===== src/rtl/depar_pkg.sv =====
// Shared constants and state encoding for the packet header deparser.
package depar_pkg;

    localparam int DATA_WIDTH  = 256;
    localparam int TUSER_WIDTH = 128;
    localparam int PHV_WIDTH   = 1124;
    localparam int HDR_BYTES   = 32;
    localparam int DISCARD_BIT = 128;

    // PHV bits that replace first-beat tuser
    localparam int META_LO = 0;
    localparam int META_HI = 127;

    typedef enum logic [1:0] {
        IDLE = 2'd0,
        BODY = 2'd1,
        DROP = 2'd2
    } depar_state_e;

endpackage


===== src/rtl/depar_out_reg.sv =====
// Single-entry registered AXI Stream output stage. The slot is free when it
// is empty or its current beat is being accepted this cycle; a load in that
// same cycle replaces the departing beat.
module depar_out_reg #(
    parameter int DATA_W = 256,
    parameter int USER_W = 128
) (
    input  logic                clk,
    input  logic                reset,
    input  logic                load_i,
    input  logic [DATA_W-1:0]   tdata_i,
    input  logic [DATA_W/8-1:0] tkeep_i,
    input  logic [USER_W-1:0]   tuser_i,
    input  logic                tlast_i,
    input  logic                tready_i,
    output logic                free_o,
    output logic [DATA_W-1:0]   tdata_o,
    output logic [DATA_W/8-1:0] tkeep_o,
    output logic [USER_W-1:0]   tuser_o,
    output logic                tvalid_o,
    output logic                tlast_o
);

    logic [DATA_W-1:0]   tdata_q,  tdata_d;
    logic [DATA_W/8-1:0] tkeep_q,  tkeep_d;
    logic [USER_W-1:0]   tuser_q,  tuser_d;
    logic                tvalid_q, tvalid_d;
    logic                tlast_q,  tlast_d;

    assign free_o = !tvalid_q || tready_i;

    // Next-state of the slot: load, drain on accept, or hold while stalled
    always_comb begin
        tdata_d  = tdata_q;
        tkeep_d  = tkeep_q;
        tuser_d  = tuser_q;
        tvalid_d = tvalid_q;
        tlast_d  = tlast_q;
        if (load_i) begin
            tdata_d  = tdata_i;
            tkeep_d  = tkeep_i;
            tuser_d  = tuser_i;
            tlast_d  = tlast_i;
            tvalid_d = 1'b1;
        end else if (tready_i) begin
            tvalid_d = 1'b0;
        end else begin
            tvalid_d = tvalid_q;
        end
    end

    // Slot register with synchronous clear
    always_ff @(posedge clk) begin
        if (reset) begin
            tdata_q  <= '0;
            tkeep_q  <= '0;
            tuser_q  <= '0;
            tvalid_q <= 1'b0;
            tlast_q  <= 1'b0;
        end else begin
            tdata_q  <= tdata_d;
            tkeep_q  <= tkeep_d;
            tuser_q  <= tuser_d;
            tvalid_q <= tvalid_d;
            tlast_q  <= tlast_d;
        end
    end

    assign tdata_o  = tdata_q;
    assign tkeep_o  = tkeep_q;
    assign tuser_o  = tuser_q;
    assign tvalid_o = tvalid_q;
    assign tlast_o  = tlast_q;

endmodule


===== src/rtl/pkt_hdr_deparser.sv =====
// Packet header deparser: pairs each PHV with its buffered packet, writes the
// PHV header bytes over the first beat, swaps first-beat tuser for PHV
// metadata, and drops packets whose PHV discard flag is set.
// Optional build macro DEPAR_STATS_EN adds pkt_out_cnt / pkt_drop_cnt.
module pkt_hdr_deparser #(
    parameter int C_S_AXIS_DATA_WIDTH  = depar_pkg::DATA_WIDTH,
    parameter int C_S_AXIS_TUSER_WIDTH = depar_pkg::TUSER_WIDTH,
    parameter int PHV_WIDTH            = depar_pkg::PHV_WIDTH,
    parameter int HDR_BYTES            = depar_pkg::HDR_BYTES,
    parameter int DISCARD_BIT          = depar_pkg::DISCARD_BIT
) (
    input  logic                              clk,
    input  logic                              reset,
    input  logic [C_S_AXIS_DATA_WIDTH-1:0]    pkt_fifo_tdata,
    input  logic [C_S_AXIS_DATA_WIDTH/8-1:0]  pkt_fifo_tkeep,
    input  logic [C_S_AXIS_TUSER_WIDTH-1:0]   pkt_fifo_tuser,
    input  logic                              pkt_fifo_tlast,
    input  logic                              pkt_fifo_empty,
    output logic                              pkt_fifo_rd_en,
    input  logic [PHV_WIDTH-1:0]              phv_fifo_out,
    input  logic                              phv_fifo_empty,
    output logic                              phv_fifo_rd_en,
    output logic [C_S_AXIS_DATA_WIDTH-1:0]    m_axis_tdata,
    output logic [C_S_AXIS_DATA_WIDTH/8-1:0]  m_axis_tkeep,
    output logic [C_S_AXIS_TUSER_WIDTH-1:0]   m_axis_tuser,
    output logic                              m_axis_tvalid,
    output logic                              m_axis_tlast,
    input  logic                              m_axis_tready
`ifdef DEPAR_STATS_EN
    ,
    output logic [31:0]                       pkt_out_cnt,
    output logic [31:0]                       pkt_drop_cnt
`endif
);

    import depar_pkg::*;

    localparam int HDR_W = HDR_BYTES * 8;

    depar_state_e                     state_q, state_d;
    logic                             free_s;
    logic                             load_s;
    logic                             pkt_rd_s;
    logic                             phv_rd_s;
    logic                             drop_first_s;
    logic [C_S_AXIS_DATA_WIDTH-1:0]   ld_tdata_s;
    logic [C_S_AXIS_TUSER_WIDTH-1:0]  ld_tuser_s;
    logic                             unused_phv_s;

    // Only the header slice, metadata and discard flag are consumed here
    assign unused_phv_s = ^phv_fifo_out;

    // Packet sequencing: pick the beat source, pops and next state
    always_comb begin
        state_d      = state_q;
        load_s       = 1'b0;
        pkt_rd_s     = 1'b0;
        phv_rd_s     = 1'b0;
        drop_first_s = 1'b0;
        ld_tdata_s   = pkt_fifo_tdata;
        ld_tuser_s   = pkt_fifo_tuser;
        if (reset) begin
            // Abandon any packet in flight; no pops while reset is held
            state_d = IDLE;
        end else begin
            case (state_q)
                IDLE: begin
                    if (!pkt_fifo_empty && !phv_fifo_empty) begin
                        if (phv_fifo_out[DISCARD_BIT]) begin
                            pkt_rd_s     = 1'b1;
                            phv_rd_s     = 1'b1;
                            drop_first_s = 1'b1;
                            state_d      = pkt_fifo_tlast ? IDLE : DROP;
                        end else if (free_s) begin
                            load_s     = 1'b1;
                            pkt_rd_s   = 1'b1;
                            phv_rd_s   = 1'b1;
                            ld_tdata_s[HDR_W-1:0] = phv_fifo_out[PHV_WIDTH-1 -: HDR_W];
                            ld_tuser_s = phv_fifo_out[META_HI:META_LO];
                            state_d    = pkt_fifo_tlast ? IDLE : BODY;
                        end else begin
                            state_d = IDLE;
                        end
                    end else begin
                        state_d = IDLE;
                    end
                end
                BODY: begin
                    if (free_s && !pkt_fifo_empty) begin
                        load_s   = 1'b1;
                        pkt_rd_s = 1'b1;
                        state_d  = pkt_fifo_tlast ? IDLE : BODY;
                    end else begin
                        state_d = BODY;
                    end
                end
                DROP: begin
                    if (!pkt_fifo_empty) begin
                        pkt_rd_s = 1'b1;
                        state_d  = pkt_fifo_tlast ? IDLE : DROP;
                    end else begin
                        state_d = DROP;
                    end
                end
                default: begin
                    state_d = IDLE;
                end
            endcase
        end
    end

    // State register
    always_ff @(posedge clk) begin
        if (reset) begin
            state_q <= IDLE;
        end else begin
            state_q <= state_d;
        end
    end

    assign pkt_fifo_rd_en = pkt_rd_s;
    assign phv_fifo_rd_en = phv_rd_s;

    depar_out_reg #(
        .DATA_W (C_S_AXIS_DATA_WIDTH),
        .USER_W (C_S_AXIS_TUSER_WIDTH)
    ) u_out_reg (
        .clk      (clk),
        .reset    (reset),
        .load_i   (load_s),
        .tdata_i  (ld_tdata_s),
        .tkeep_i  (pkt_fifo_tkeep),
        .tuser_i  (ld_tuser_s),
        .tlast_i  (pkt_fifo_tlast),
        .tready_i (m_axis_tready),
        .free_o   (free_s),
        .tdata_o  (m_axis_tdata),
        .tkeep_o  (m_axis_tkeep),
        .tuser_o  (m_axis_tuser),
        .tvalid_o (m_axis_tvalid),
        .tlast_o  (m_axis_tlast)
    );

`ifdef DEPAR_STATS_EN
    logic [31:0] out_cnt_q;
    logic [31:0] drop_cnt_q;

    // Delivered-packet counter: one per accepted last beat
    always_ff @(posedge clk) begin
        if (reset) begin
            out_cnt_q <= 32'd0;
        end else if (m_axis_tvalid && m_axis_tready && m_axis_tlast) begin
            out_cnt_q <= out_cnt_q + 32'd1;
        end else begin
            out_cnt_q <= out_cnt_q;
        end
    end

    // Dropped-packet counter: one per discarded first-beat pop
    always_ff @(posedge clk) begin
        if (reset) begin
            drop_cnt_q <= 32'd0;
        end else if (drop_first_s) begin
            drop_cnt_q <= drop_cnt_q + 32'd1;
        end else begin
            drop_cnt_q <= drop_cnt_q;
        end
    end

    assign pkt_out_cnt  = out_cnt_q;
    assign pkt_drop_cnt = drop_cnt_q;
`endif

endmodule


===== config.mk =====
export PLATFORM = sky130hd
export DESIGN_NAME = pkt_hdr_deparser
export DESIGN_NICKNAME = d
export VERILOG_FILES = /design/src/rtl/depar_pkg.sv /design/src/rtl/depar_out_reg.sv /design/src/rtl/pkt_hdr_deparser.sv
export SDC_FILE = /design/constraint.sdc
export NUM_CORES = 1
export LEC_CHECK = 0
export ABC_AREA = 1
export CORE_AREA = 3 3 774 776
export DETAILED_ROUTE_END_ITERATION = 12
export DIE_AREA = 0 0 777 779
export SETUP_SLACK_MARGIN = 0.5
export SYNTH_ARGS = -nofsm -noshare
export SYNTH_HDL_FRONTEND = slang
export SYNTH_SLANG_ARGS = --single-unit

===== constraint.sdc =====
create_clock -name clk -period 2.38 [get_ports clk]
set_input_delay 0.476 -clock clk [delete_from_list [all_inputs] [get_ports clk]]
set_output_delay 0.476 -clock clk [all_outputs]
set_load 0.03 [all_outputs]

Yosys cells after proc, flatten, opt, wreduce, memory -nomap -nowiden --
Index checks and enable logic that the tools add are counted.
Operators by class: equal/unequal tests 2, muxes and demuxes 31, reduce and logical (&&, ||, !) cells 8
Operator list (number):
- two-way mux 256 bit | 4
- two-way mux 128 bit | 4
- two-way mux 1 bit | 16
- two-way mux 2 bit | 4
- case mux 2 bit (3 select lines) | 1
- logical NOT 1 bit | 3
- case mux 1 bit (3 select lines) | 1
- == test 2 x 1 -> 1 bit (second input constant) | 1
- == test 2 bit (second input constant) | 1
- logical AND 1 bit | 2
- logical NOT 2 bit | 1
- case mux 1 bit (2 select lines) | 1
- nonzero test 2 bit | 1
- logical OR 1 bit | 1
Storage, ports and cells: flip-flop bits (word level) 420, input bits 1546, output and inout bits 420, logic and storage cells 47

Depth between registers and ports, before layout --
depth in word-level cells 8, gate-level depth with buffers 10, depth with buffers taken out 9

Cells and area by module --
Synthesis repeated with hierarchy kept, for this count alone.
Unflattened totals: cell total of the unflattened synthesis 3129, area total of the unflattened synthesis 19912.8 µm²
By module, submodules not included:
- depar_out_reg | times used 1, cells an instance 1812, area each 14216.1 µm², sequential area each 8368.0 µm²
- pkt_hdr_deparser | times used 1, cells an instance 1317, area each 5696.7 µm², sequential area each 40.0 µm²

Least setup slack after synthesis --
Ideal clock, no wire load.
path type input to output, from in pkt_fifo_empty, to out pkt_fifo_rd_en, arrival time 1.791 ns, data required time 1.904 ns, setup slack 0.113 ns, cell stages on the path 7, buffers on the path 2, cell sequence inv_2 > nand2_1 > nor2_4 > buf_2 > buf_2 > o21ai_0 > a31oi_1
Between the ends: cells in the longest elaborated chain, start to end 5, elaborated cells between the ends (all ways) 8, those cells by class mux: 5; reduce/logical: 3
RTL lines:
- start, declared | RTL line pkt_hdr_deparser.sv:18 | input logic pkt_fifo_empty,
- logical NOT 1 bit
- logical AND 1 bit (on tied branches) | RTL line pkt_hdr_deparser.sv:89, pkt_hdr_deparser.sv:68
- two-way mux 1 bit (on tied branches) | RTL line pkt_hdr_deparser.sv:89, pkt_hdr_deparser.sv:68
- case mux 1 bit (3 select lines) * | RTL line pkt_hdr_deparser.sv:66 | case (state_q)
- two-way mux 1 bit * | RTL line pkt_hdr_deparser.sv:62 | if (reset) begin
- end, declared | RTL line pkt_hdr_deparser.sv:19 | output logic pkt_fifo_rd_en,
Every way passes the cells marked *; elsewhere a longest branch is shown, timed or not.

Worst setup path in the final report --
from reg state_q[0], to out pkt_fifo_rd_en
Between the ends: cells in the longest elaborated chain, start to end 3, elaborated cells between the ends (all ways) 5, those cells by class eq/ne: 2; mux: 2; reduce/logical: 1
RTL lines:
- start, declared | RTL line pkt_hdr_deparser.sv:40 | depar_state_e state_q, state_d;
- start signal, assigned | RTL line pkt_hdr_deparser.sv:117 | state_q <= state_d;
- == test 2 bit, or another cell as far along | RTL line pkt_hdr_deparser.sv:66
- case mux 1 bit (3 select lines) * | RTL line pkt_hdr_deparser.sv:66
- two-way mux 1 bit * | RTL line pkt_hdr_deparser.sv:62
Marks and branches as above.

==> results <==
- After synthesis the netlist holds a flip-flop and latch count of 420.
- Detailed routing inserted a total of 29200 vias.
- In the synthesized netlist, mux cells make up 0% of the area.
- The final worst slack is 0.0619 ns.
- The count of boundary I/O pins is 1966.
- Power spread over the standard cell area amounts to ~470 nW/um2.
- The total power after layout is 22300 uW.
- In this run the remaining antenna-violating nets after routing total 0.
- The floorplan has 283 rows.
- The level count of the clock H-tree is 2.
- The CTS clock-pin slew for the worst setup and hold paths is roughly 0.060 ns.
- The first detailed-routing pass ran for 7 iterations.
- Averaged over all synthesized cells, the footprint is 6.46 um2.
- The tool flagged a number of max-cap violations equal to 0.
- The most used flip-flop cell after synthesis is sky130_fd_sc_hd__dfxtp_1.
- The detailed router finished its first iteration with 1826 violations.
- Clock tree synthesis inserted a total of 55 buffers.
- The non-filler instance count after layout is 12500.
- The worst hold path terminates at u_out_reg.tdata_o[129]$_SDFFE_PP0P_.
- The routed wire length is 280 mm.
- After detailed routing, no signal wire sits above met5.
- For this run, the register share of the synthesized area comes to 39.7%.
- The proportion of layout cells with a drive suffix above 1 is about 22%.
- The total placed cells including tap cells is 12200.
- Net switching is between 30 and 40% of the power.
- The run finished with clean final reports.
- The signal arrival time at the worst endpoint is around 1.8 ns.
- The via density per instance is 2.34.
- The worst-case vdd ir drop is about 530 uV.
- The startpoint kind of the worst setup timing path is a flip-flop.
- The floorplan step set the die height to 779 um.
- The first global-routing pass estimated roughly 320 mm of wire.
- The worst register-to-register path has a depth of 14.
- Internal power comes to about 15000 uW.
- For this design the total switching power over the nets is 7480 uW.
- The synthesized-area fraction occupied by and/or/nand/nor cells is between 30% and 40%.
- The number of warning messages in the yosys log is 0.
- The worst hold path was traced through 3 stages.
- In this run the most critical hold path is launched from phv_fifo_out[997].
- Summing all multi-input logic gate instances after layout gives 11300 um2.
- After synthesis, the cell types taking the most area are sky130_fd_sc_hd__dfxtp_1 (40%), sky130_fd_sc_hd__nand2_1 (17%), sky130_fd_sc_hd__nand3_1 (9.7%).
- Detailed placement ended at an HPWL of 242 mm.
- Of the total power, registers draw between 30% and 40%.
- The number of antenna violations at the first check in global routing was between 200 and 300.
- The hold violation total from the final report came to 0.
- Measured along the x axis, the die boundary spans about 800 um.
- The share of the synthesized area in compound gates (AO/OA/AOI/OAI) is about an eighth.
- The number of setup violations in the final report is 0.
- Across the whole layout, storage elements account for approximately 8500 um2.
- The count of buffers added on input and output ports is 1226.
- The number of unique standard cell types used by synthesis is 19.
- Summed over its instances, the top area cell type makes up 39.7% of the synthesized netlist area.
- The routed wire length on met3 is 35.9 mm.
- Broken down by cell family, the worst path's largest delay share belongs to buffers and inverters.
- For flop-to-flop paths, the worst setup slack is 0.25 ns.
- The final-report max-slew violation count is 0.
- The area growth from synthesis to layout is 124%.
- The clock tree from TritonCTS is yes.
- The clock insertion delay at the later pin of the skew report is ~0.76 ns.
- The congestion estimate from routability-driven global placement came to ~0.9.
- In this run, the clock network consumes a little under two fifths of the power.
- The share of the core filled with cells is 7.98%.
- By instance count, the cell type seen most on the critical path is sky130_fd_sc_hd__buf_12.
- The total global routing track utilization is under 10%.
- Buffers inserted to repair hold after CTS numbered 0.
- The highest fanout seen on the critical path is 4.
- The number of global-route vias before repair came to 25700.
- The maximum frequency from static timing analysis is approximately 0.43 GHz.
- The post-route clock period utilization is 97.4%.
- The total of fill cells in the finished design is 69500.
- After detailed routing, the met2 layer carries 123 mm of wire.
- The endpoint of the worst-slack reg-to-reg timing path is u_out_reg.tdata_o[85]$_SDFFE_PP0P_.
- The clock drives 420 sinks.
- The floorplan step defined a die boundary enclosing 605000 um2.
- Counting flops with a built-in enable in the synthesized netlist gives 0.
- The average detailed-routed wire length per instance is 22.4 um.
- The XOR/XNOR share of the synthesized area is 0%.
- The largest net degree at the start of global routing is 105.
- The worst-case headroom to the max-slew limit is 58.1%.
- The worst setup path is captured at a primary output.
- The synthesized netlist net count is between 4000 and 5000.
- At the worst endpoint, the required time is approximately 1.9 ns.
- Sorting the synthesized cells by how often they occur yields sky130_fd_sc_hd__nand2_1 (944), sky130_fd_sc_hd__dfxtp_1 (420), sky130_fd_sc_hd__nand3_1 (412), sky130_fd_sc_hd__nor2_1 (281), sky130_fd_sc_hd__a21oi_1 (280).
- The number of remaining DRC errors is 0.
- The largest individual stage delay along the critical path comes from the cell sky130_fd_sc_hd__dfxtp_2.
- Of the total synthesized cell area, the portion taken by full adders, half adders and majority gates is 0%.
- The beginning of the worst register-to-register path is state_q[0]$_SDFF_PP0_.
- The path category of the worst min-delay check is primary input to flip-flop.
- The critical path is of the flip-flop to primary output type.
- The critical path goes through inv_4 > nor2_4 > nand3_4 > buf_12 > a31oi_4 > buf_12.
- Counting along the longest clock path gives a buffer depth of 3.
- Clock tree synthesis selected as its root buffer the cell sky130_fd_sc_hd__clkbuf_16.
- The largest single stage delay on the critical path is 0.35 ns.
- Setup repair after global routing could not meet its margin everywhere.
- After technology mapping, the gate count stands at 3278.
- After synthesis the cells add up to between 20000 and 25000 um2.
- Per report_power, the combinational group accounts for 27.2% of the total.
- The static leakage power is 0.0179 uW.
- The biggest area consumer among synthesized cells is sky130_fd_sc_hd__dfxtp_1.
- sky130_fd_sc_hd__nand2_1 is the most common cell in the netlist.
- The async set-or-reset flop fraction in the synthesized netlist is 0%.
- For this block, wires on met1 add up to 107 mm.
- By area, the combinational part of the netlist is dominated by simple AND/OR/NAND/NOR gates.
- The critical path contains buffers and inverters numbering 3 combined.
- The core region is 593000 um2.
- The worst setup skew after layout is 0.0716 ns.
- For this run, the post-layout net count is 6105.
- At the placement stage, the worst setup path has a slack of -0.324 ns.
- The aggregate global routing overflow is 0.
- The slew at the pin closest to its max-slew limit is 0.629 ns.
- Once the floorplan was initialized, standard cells occupied 3.57% of the core.
- The smallest clock period supported by the final layout is computed as 2.32 ns.
layout make-up:
class	count	share of cell area, %
repair buffers	1505	31.5
multi-input cells	2315	23.8
well taps	7837	20.7
flip-flops and latches	420	17.9
clock buffers	73	3.24
inverters	262	2.16
diodes	74	0.391
clock inverters	20	0.376
power groups by stage:
stage | logic, uW | registers, uW | clock network, uW
CTS | 5810 | 7720 | 8940
global placement | 5860 | 7840 | 0
global route | 6500 | 7770 | 9080
floorplan | 1500 | 8690 | 0
finish | 6060 | 7720 | 8490
detailed placement | 5860 | 7860 | 0
how the worst max path moves through the flow:
stage,start,to,slack [ns],depth (start not counted)
detailed placement,m_axis_tready,u_out_reg.tuser_o[30]$_SDFFE_PP0P_,-0.32,9
floorplan,pkt_fifo_empty,phv_fifo_rd_en,0.49,7
finish,state_q[0]$_SDFF_PP0_,pkt_fifo_rd_en,0.06,6
CTS,state_q[1]$_SDFF_PP0_,pkt_fifo_rd_en,-0.06,7
global route,state_q[0]$_SDFF_PP0_,pkt_fifo_rd_en,-0.04,6
global placement,m_axis_tready,u_out_reg.tuser_o[30]$_SDFFE_PP0P_,-0.32,9
cells by family (layout without fill, tap and decap cells):
group                  after synthesis  after routing
DFF                                420            420
other                                0             74
AOI/OAI and AO/OA                  537            537
and+or+nand+nor                   1778           1778
buffers and inverters              543           1860
routing by layer:
layer  vias to the layer above  global-route usage, %
li1                      13200                      -
met1                     13400                   9.47
met2                      1829                   13.4
met3                       733                   4.96
met4                       102                   2.63
met5                         -                      0
through the flow:
| step | setup TNS (ns) | cell area [um2] | hold slack, ns |
|---|---|---|---|
| after global routing | -0.0392 | 47200 | 0.185 |
| after floorplan | 0 | 21200 | 0.568 |
| final | 0 | 47300 | 0.276 |
| after CTS | -0.0768 | 45100 | 0.0981 |
| after detailed placement | -71.71 | 43800 | 0.477 |
| after global placement | -70.21 | 43800 | 0.477 |
flip-flops by register name, summed over array words and instances, names as in the netlist:
name                count
u_out_reg.tdata_o     256
u_out_reg.tuser_o     128
u_out_reg.tkeep_o      32
state_q                 2
u_out_reg.tlast_o       1
u_out_reg.tvalid_o      1
worst reg2reg max path, stage by stage, from the launching register on:
cell and delay (ns):
sky130_fd_sc_hd__dfxtp_2 0.33, sky130_fd_sc_hd__inv_4 0.08, sky130_fd_sc_hd__nand2_4 0.06, sky130_fd_sc_hd__nor2_4 0.09, sky130_fd_sc_hd__buf_4 0.12, sky130_fd_sc_hd__buf_6 0.10, sky130_fd_sc_hd__nand2_8 0.10, sky130_fd_sc_hd__buf_16 0.20
sky130_fd_sc_hd__buf_12 0.17, sky130_fd_sc_hd__clkinv_16 0.07, sky130_fd_sc_hd__buf_12 0.13, sky130_fd_sc_hd__clkbuf_16 0.22, sky130_fd_sc_hd__buf_16 0.23, sky130_fd_sc_hd__nand2_1 0.09, sky130_fd_sc_hd__a21oi_1 0.12
placed cells by master (no fill, tap or decap), types with 56 or more instances in the layout:
cell,synthesis,final
sky130_fd_sc_hd__nand2_1,944,877
sky130_fd_sc_hd__clkdlybuf4s50_1,0,806
sky130_fd_sc_hd__nand3_1,412,403
sky130_fd_sc_hd__dfxtp_1,420,395
sky130_fd_sc_hd__buf_4,4,323
sky130_fd_sc_hd__nor2_1,281,262
sky130_fd_sc_hd__inv_1,257,256
sky130_fd_sc_hd__o21ai_0,255,233
sky130_fd_sc_hd__a21oi_1,280,202
sky130_fd_sc_hd__nand3b_1,138,138
sky130_fd_sc_hd__clkbuf_2,0,116
sky130_fd_sc_hd__clkbuf_16,0,85
sky130_fd_sc_hd__a21oi_2,1,78
sky130_fd_sc_hd__diode_2,0,74
sky130_fd_sc_hd__buf_2,109,67
sky130_fd_sc_hd__buf_12,0,57
sky130_fd_sc_hd__buf_6,20,56
timing repair:
action                                 4_1_cts  5_1_grt
pin swaps                                    4       64
endpoints found under the hold margin        0        0
buffers inserted                             4       49
setup endpoints to repair                  559      612
resized for setup                         1216      568
gates cloned                                 0       41
No activity file was read; power rests on OpenSTA's default activity.
